===== src/rtl/neander_pkg.sv =====
// Shared types for the Neander control unit: opcodes, ULA selects, FSM states
// and the control bundle that the state decode produces.
package neander_pkg;

    localparam int ADDR_W = 8;
    localparam int OP_W   = 4;

    typedef enum logic [3:0] {
        OP_NOP = 4'h0,
        OP_STA = 4'h1,
        OP_LDA = 4'h2,
        OP_ADD = 4'h3,
        OP_OR  = 4'h4,
        OP_AND = 4'h5,
        OP_NOT = 4'h6,
        OP_JMP = 4'h8,
        OP_JN  = 4'h9,
        OP_JZ  = 4'hA,
        OP_HLT = 4'hF
    } opcode_t;

    typedef enum logic [2:0] {
        ULA_ADD    = 3'b000,
        ULA_AND    = 3'b001,
        ULA_OR     = 3'b010,
        ULA_NOT    = 3'b011,
        ULA_PASS_Y = 3'b100
    } ula_op_t;

    typedef enum logic [4:0] {
        S_RESET,
        S_F0, S_F1, S_F2, S_F3, S_DEC,
        S_A0, S_A1, S_A2,
        S_O0, S_O1, S_O2,
        S_EX_LDA, S_EX_ADD, S_EX_OR, S_EX_AND, S_EX_NOT,
        S_S0, S_S1,
        S_JP, S_SKIP,
        S_HALT
    } state_t;

    typedef struct packed {
        logic    pc_load;
        logic    pc_inc;
        logic    rem_load;
        logic    sel_rem;
        logic    rdm_load;
        logic    sel_rdm;
        logic    mem_write;
        logic    ri_load;
        logic    ac_load;
        logic    nz_load;
        ula_op_t sel_ula;
        logic    halted;
    } ctrl_t;

    // Moore output table: every control line is a function of the state alone.
    function automatic ctrl_t ctrl_of(state_t s);
        ctrl_t c;
        c = '0;
        case (s)
            S_F0, S_A0: c.rem_load = 1'b1;
            S_F1, S_A1, S_SKIP: c.pc_inc = 1'b1;
            S_F2, S_A2, S_O2: c.rdm_load = 1'b1;
            S_F3: c.ri_load = 1'b1;
            S_O0: begin
                c.rem_load = 1'b1;
                c.sel_rem  = 1'b1;
            end
            S_EX_LDA, S_EX_ADD, S_EX_OR, S_EX_AND, S_EX_NOT: begin
                c.ac_load = 1'b1;
                c.nz_load = 1'b1;
                case (s)
                    S_EX_LDA: c.sel_ula = ULA_PASS_Y;
                    S_EX_OR:  c.sel_ula = ULA_OR;
                    S_EX_AND: c.sel_ula = ULA_AND;
                    S_EX_NOT: c.sel_ula = ULA_NOT;
                    default:  c.sel_ula = ULA_ADD;
                endcase
            end
            S_S0: begin
                c.rem_load = 1'b1;
                c.sel_rem  = 1'b1;
                c.rdm_load = 1'b1;
                c.sel_rdm  = 1'b1;
            end
            S_S1:    c.mem_write = 1'b1;
            S_JP:    c.pc_load   = 1'b1;
            S_HALT:  c.halted    = 1'b1;
            default: c = '0;
        endcase
        return c;
    endfunction

endpackage


===== src/rtl/neander_control_if.sv =====
// Control/datapath bundle: RI opcode and N/Z flags towards the control unit,
// load/increment/select strobes towards the datapath.
interface neander_control_if;

    logic [neander_pkg::OP_W-1:0] opcode;
    logic       flag_n;
    logic       flag_z;
    logic       pc_load;
    logic       pc_inc;
    logic       rem_load;
    logic       sel_rem;
    logic       rdm_load;
    logic       sel_rdm;
    logic       mem_write;
    logic       ri_load;
    logic       ac_load;
    logic       nz_load;
    logic [2:0] sel_ula;
    logic       halted;

    modport master (
        input  opcode, flag_n, flag_z,
        output pc_load, pc_inc, rem_load, sel_rem, rdm_load, sel_rdm,
               mem_write, ri_load, ac_load, nz_load, sel_ula, halted
    );

    modport slave (
        output opcode, flag_n, flag_z,
        input  pc_load, pc_inc, rem_load, sel_rem, rdm_load, sel_rdm,
               mem_write, ri_load, ac_load, nz_load, sel_ula, halted
    );

endinterface


===== src/rtl/neander_control.sv =====
// Neander control unit: sequences fetch, decode, operand access and execute
// for one instruction at a time; parks in S_HALT on HLT until reset.
module neander_control
    import neander_pkg::*;
(
    input  logic              clk,
    input  logic              rst,
    neander_control_if.master bus
);

    state_t state, state_nx;
    ctrl_t  ctrl, ctrl_nx;

    always_comb begin
        state_nx = state;
        case (state)
            S_RESET: state_nx = S_F0;
            S_F0:    state_nx = S_F1;
            S_F1:    state_nx = S_F2;
            S_F2:    state_nx = S_F3;
            S_F3:    state_nx = S_DEC;
            S_DEC: begin
                case (bus.opcode)
                    OP_STA, OP_LDA, OP_ADD, OP_OR, OP_AND, OP_JMP: state_nx = S_A0;
                    OP_NOT:  state_nx = S_EX_NOT;
                    OP_JN:   state_nx = bus.flag_n ? S_A0 : S_SKIP;
                    OP_JZ:   state_nx = bus.flag_z ? S_A0 : S_SKIP;
                    OP_HLT:  state_nx = S_HALT;
                    default: state_nx = S_F0;
                endcase
            end
            S_A0: state_nx = S_A1;
            S_A1: state_nx = S_A2;
            S_A2: begin
                // RI stays put for the whole instruction, so later forks re-read it.
                case (bus.opcode)
                    OP_STA:                 state_nx = S_S0;
                    OP_JMP, OP_JN, OP_JZ:   state_nx = S_JP;
                    default:                state_nx = S_O0;
                endcase
            end
            S_O0: state_nx = S_O1;
            S_O1: state_nx = S_O2;
            S_O2: begin
                case (bus.opcode)
                    OP_ADD:  state_nx = S_EX_ADD;
                    OP_OR:   state_nx = S_EX_OR;
                    OP_AND:  state_nx = S_EX_AND;
                    default: state_nx = S_EX_LDA;
                endcase
            end
            S_S0:   state_nx = S_S1;
            S_HALT: state_nx = S_HALT;
            default: state_nx = S_F0;
        endcase
        ctrl_nx = ctrl_of(state_nx);
    end

    // Outputs are registered from the next state, so ctrl always equals ctrl_of(state).
    always_ff @(posedge clk or negedge rst) begin
        if (!rst) begin
            state <= S_RESET;
            ctrl  <= '0;
        end else begin
            state <= state_nx;
            ctrl  <= ctrl_nx;
        end
    end

    assign bus.pc_load   = ctrl.pc_load;
    assign bus.pc_inc    = ctrl.pc_inc;
    assign bus.rem_load  = ctrl.rem_load;
    assign bus.sel_rem   = ctrl.sel_rem;
    assign bus.rdm_load  = ctrl.rdm_load;
    assign bus.sel_rdm   = ctrl.sel_rdm;
    assign bus.mem_write = ctrl.mem_write;
    assign bus.ri_load   = ctrl.ri_load;
    assign bus.ac_load   = ctrl.ac_load;
    assign bus.nz_load   = ctrl.nz_load;
    assign bus.sel_ula   = ctrl.sel_ula;
    assign bus.halted    = ctrl.halted;

endmodule


===== src/flat_wrapper.sv =====
// flat-port wrapper written by rule: the top's interface ports become plain ports
module neander_control_flat import neander_pkg::*;
  (clk, rst, bus_opcode, bus_flag_n, bus_flag_z, bus_pc_load, bus_pc_inc, bus_rem_load, bus_sel_rem, bus_rdm_load, bus_sel_rdm, bus_mem_write, bus_ri_load, bus_ac_load, bus_nz_load, bus_sel_ula, bus_halted);
  neander_control_if bus_i ();
  input  logic clk;
  input  logic rst;
  input wire logic [$bits(bus_i.opcode)-1:0] bus_opcode;
  input wire logic [$bits(bus_i.flag_n)-1:0] bus_flag_n;
  input wire logic [$bits(bus_i.flag_z)-1:0] bus_flag_z;
  output wire logic [$bits(bus_i.pc_load)-1:0] bus_pc_load;
  output wire logic [$bits(bus_i.pc_inc)-1:0] bus_pc_inc;
  output wire logic [$bits(bus_i.rem_load)-1:0] bus_rem_load;
  output wire logic [$bits(bus_i.sel_rem)-1:0] bus_sel_rem;
  output wire logic [$bits(bus_i.rdm_load)-1:0] bus_rdm_load;
  output wire logic [$bits(bus_i.sel_rdm)-1:0] bus_sel_rdm;
  output wire logic [$bits(bus_i.mem_write)-1:0] bus_mem_write;
  output wire logic [$bits(bus_i.ri_load)-1:0] bus_ri_load;
  output wire logic [$bits(bus_i.ac_load)-1:0] bus_ac_load;
  output wire logic [$bits(bus_i.nz_load)-1:0] bus_nz_load;
  output wire logic [$bits(bus_i.sel_ula)-1:0] bus_sel_ula;
  output wire logic [$bits(bus_i.halted)-1:0] bus_halted;
  assign bus_i.opcode = bus_opcode;
  assign bus_i.flag_n = bus_flag_n;
  assign bus_i.flag_z = bus_flag_z;
  assign bus_pc_load = bus_i.pc_load;
  assign bus_pc_inc = bus_i.pc_inc;
  assign bus_rem_load = bus_i.rem_load;
  assign bus_sel_rem = bus_i.sel_rem;
  assign bus_rdm_load = bus_i.rdm_load;
  assign bus_sel_rdm = bus_i.sel_rdm;
  assign bus_mem_write = bus_i.mem_write;
  assign bus_ri_load = bus_i.ri_load;
  assign bus_ac_load = bus_i.ac_load;
  assign bus_nz_load = bus_i.nz_load;
  assign bus_sel_ula = bus_i.sel_ula;
  assign bus_halted = bus_i.halted;
  neander_control u_core (.clk(clk), .rst(rst), .bus(bus_i));
endmodule

===== config.mk =====
export PLATFORM = sky130hd
export DESIGN_NAME = neander_control_flat
export DESIGN_NICKNAME = d
export VERILOG_FILES = /design/src/rtl/neander_pkg.sv /design/src/rtl/neander_control_if.sv /design/src/rtl/neander_control.sv /design/src/flat_wrapper.sv
export SDC_FILE = /design/constraint.sdc
export NUM_CORES = 1
export LEC_CHECK = 0
export BUFFER_PORTS_ARGS = -buffer_cell sky130_fd_sc_hd__buf_2
export CAP_MARGIN = 20
export CORE_UTILIZATION = 40
export DETAILED_ROUTE_END_ITERATION = 16
export SLEW_MARGIN = 20
export SYNTH_ARGS = -nofsm -noshare
export SYNTH_HDL_FRONTEND = slang
export SYNTH_SLANG_ARGS = --single-unit

===== constraint.sdc =====
create_clock -name clk -period 2.6 [get_ports clk]
set_input_delay 0.26 -clock clk [delete_from_list [all_inputs] [get_ports clk]]
set_output_delay 0.26 -clock clk [all_outputs]
set_load 0.05 [all_outputs]

==> metrics.csv <==
stage,metric,value,unit
place,Cells after DPL,165,
floorplan,io pins,22,
sta,Setup TNS,0,ps
cts,cts bufs inserted,3,
synthesis,top_reg_cell synth,dfrtp_1,
worst_setup_path,WP data required,2790,ps
floorplan,Die W,56.91,microns
cts,CTS resizes,0,
route,initial DRC count,33,
route,M1 WL,1216,microns
sta,slew margin rel.,67.47,%
cts,Worst-Skew Late Latency,300,ps
route,# DRC,0,
synthesis,syn avg cell area,9.727,sq um
sta,period utilization,87.28,%
sta,Final WS setup,330.8,ps
global_route,vias in the first global route,886,
floorplan,die area,0.003239,sq mm
route,detailed-routed wire length on met3,89,microns
cts,CTS H-tree depth,1,
place,DP HPWL,1749,microns
power_and_ir_drop,Leak Pwr,0.0006146,uW
power_and_ir_drop,Clock power frac,12.5,%
worst_setup_path,WP data arrival,2460,ps
route,Routed Antenna Nets,0,
synthesis,"Seq/Total Area, Yosys",37.34,%
worst_setup_path,startpoint types,flip-flop,
run_status,outcome,finished clean,
global_route,pin count of the biggest net entering global routing,19,
place,pre-CTS WS,381.7,ps
global_route,global route total overflow,0,
floorplan,Die H,56.91,microns
synthesis,Syn Std Cell Area,0.001206,sq mm
route,drt via density,5.559,
route,Max Used Layer,met4,
worst_setup_path,"Worst Path Class, Setup",reg2reg,
worst_setup_path,worst-path fanout max,13,
global_route,antenna violations before repair,0,
sta,Max Clock Freq,0.4407,GHz
sta,Fin. Hold Viols,0,
synthesis,Cell variety after synth,53,
sta,Final Critical Period,2269,ps
power_and_ir_drop,Int Pwr,712.4,uW
cts,Root Buffer,clkbuf_4,
route,vias,945,
final_layout,Post-Route Utilization,46.65,%
final_layout,Final nets,148,
sta,unrepaired setup endpoints after global routing,false,
place,RePlAce Congestion,0.9346,
cts,clk sink count,18,
power_and_ir_drop,Worst VDD drop,0.5334,mV
final_layout,layout cell share with drive strength beyond 1,29.50,%
final_layout,fin cells,170,
synthesis,Async SR Flop Fraction,100.0,%
sta,measured slew at the worst slew-check pin,488.0,ps
sta,final setup fails,0,
cts,Worst-path clk slew,110,ps
sta,Setup Skew,11.02,ps
route,WL/cell,14.48,microns
synthesis,syn_nets,132,
hold_path,HP Class,in2reg,
global_route,GRT Total Usage,16.69,%
flow_run,max_cap viols,0,
worst_setup_path,critical path capture point type,flip-flop,
route,drt total wl,2461,microns
power_and_ir_drop,Comb power frac,54.3,%
synthesis,synthesis-stage register bit count,18,
final_layout,Area Overhead vs Synth,8.507,%
synthesis,number of synthesized flops with an enable pin,0,
power_and_ir_drop,Flop pwr share,33.1,%
route,Pre-antenna DRT Iters,4,
place,count of input and output buffers,21,
cts,clock tree buffer depth,2,
synthesis,Synthesis Warnings,0,
route,met2 WL post-DR,1116,microns
floorplan,initial core utilization,43.00,%
floorplan,CORE AREA,0.002805,sq mm
cts,CTS tree,built,
power_and_ir_drop,switch share,48.78,%
final_layout,# diodes,0,
global_route,wire length of the first global-routing pass,4112,microns
floorplan,num rows,19,
sta,Slew Limit Fails,0,
synthesis,Syn Inst Count,124,
power_and_ir_drop,Net Switching,678.3,uW
power_and_ir_drop,Pwr Density,1063,mW/mm^2
==> worst paths after layout <==
| path | from | endpoint | slack, ps | cells after the start |
|---|---|---|---|---|
| min in group asynchronous | rst | u_core.bus.pc_load | 400 | 2 |
| min reg2reg | u_core.state[4] | u_core.state[3] | 640 | 1 |
| max | u_core.state[3] | u_core.bus.pc_inc | 330 | 6 |
| max in group asynchronous | rst | u_core.state[1] | 1910 | 2 |
| min | bus_opcode[3] | u_core.bus.pc_load | 330 | 3 |
| max reg2reg | u_core.state[3] | u_core.bus.pc_inc | 330 | 6 |
==> per-layer routing <==
| metal | vias up | global-route usage [%] |
|---|---|---|
| li1 | 477 | - |
| met1 | 443 | 21.80 |
| met2 | 19 | 26.05 |
| met3 | 6 | 4.608 |
| met4 | 0 | 6.969 |
| met5 | - | 0 |
==> sequential cells by signal, summed over array words and instances (netlist names) <==
signal and cells:
u_core.bus.nz_load 1, u_core.bus.pc_load 1, u_core.bus.halted 1, u_core.bus.sel_ula 3, u_core.bus.mem_write 1, u_core.bus.pc_inc 1, u_core.state 5, u_core.bus.rdm_load 1
u_core.bus.rem_load 1, u_core.bus.sel_rem 1, u_core.bus.sel_rdm 1, u_core.bus.ri_load 1
==> stage by stage <==
stage                     instance area, sq um  total power [uW]  hold slack, ps
after global placement                    1262              1217           211.0
after CTS                                 1309              1387           330.4
after detailed placement                  1262              1211           204.5
after global routing                      1309              1484           351.2
after floorplan                           1206              1164          -35.59
final                                     1309              1391           334.7
==> final cells by class <==
type                       instances  area, sq um
clock buffer                       4        36.28
fill                             282         1496
inverter                           4        15.01
multi-input combinational         90        645.6
sequential                        18        450.4
tap                               31        38.79
timing repair buffer              23        122.6
==> cells in the final DEF (no fill, tap or decap), drive strengths merged <==
master	instances
a221oi	1
clkbuf	4
and3	1
o211ai	1
nand3	1
dfrtp	18
o41ai	1
nor3b	3
a21oi	7
a31oi	1
nor4b	2
a32o	1
or4b	1
o31ai	3
buf	22
o21ai	5
nand3b	1
inv	4
a221o	1
nor4	2
nor2	9
dlygate4sd3	1
or3b	2
or2	4
o21a	2
or4	3
o32a	1
nor3	3
o21ba	1
or3	3
nand2b	7
o221ai	2
a2111o	1
and2b	1
a21boi	1
a21o	2
a211oi	1
and2	1
nand2	12
xnor2	2
==> timing repair <==
item,CTS,global route
buffers inserted,0,0
hold buffers,1,0
hold endpoints to repair,18,0
==> cell families after synthesis <==
family                    count (synthesis)  share of synthesized area (%)
AOI/OAI and AO/OA                        32                          21.47
xor gates and xnor gates                  2                          1.453
buffers and inverters                    16                          9.128
DFF                                      18                          37.34
and+or+nand+nor                          56                          30.60
==> worst max-delay path, cell delays in order (launching register included) <==
cell     delay [ps]
dfrtp_1         640
or4b_4          540
nor4b_4         240
or4_1           190
or2_4           220
nor2_1           70
a32o_1          260
==> power by group through the flow <==
| stage | registers [uW] | logic (uW) | clock network, uW |
|---|---|---|---|
| 2_1_floorplan | 500 | 664 | 0 |
| 3_3_place_gp | 463 | 754 | 0 |
| 3_5_place_dp | 463 | 747 | 0 |
| 4_1_cts | 458 | 749 | 180 |
| 5_1_grt | 474 | 821 | 189 |
| 6_report | 461 | 756 | 174 |
==> synth_stat cells, types with 2 or more instances <==
cell	number	area share (%)
nor3_1	3	1.2
nand2b_1	6	3.1
inv_1	4	1.2
or3_1	3	1.6
clkbuf_1	2	0.62
buf_2	4	1.7
nor2_1	9	2.8
or4_1	2	1.2
or2_2	2	1.0
o21a_1	2	1.2
nand2_1	12	3.7
dfrtp_1	18	37
xnor2_1	2	1.5
o31ai_1	2	1.2
o21ai_0	5	2.1
a21o_1	2	1.2
buf_4	3	1.9
nor3b_2	2	2.1
a21oi_1	7	2.9
Power figures use the tool's default switching activity.
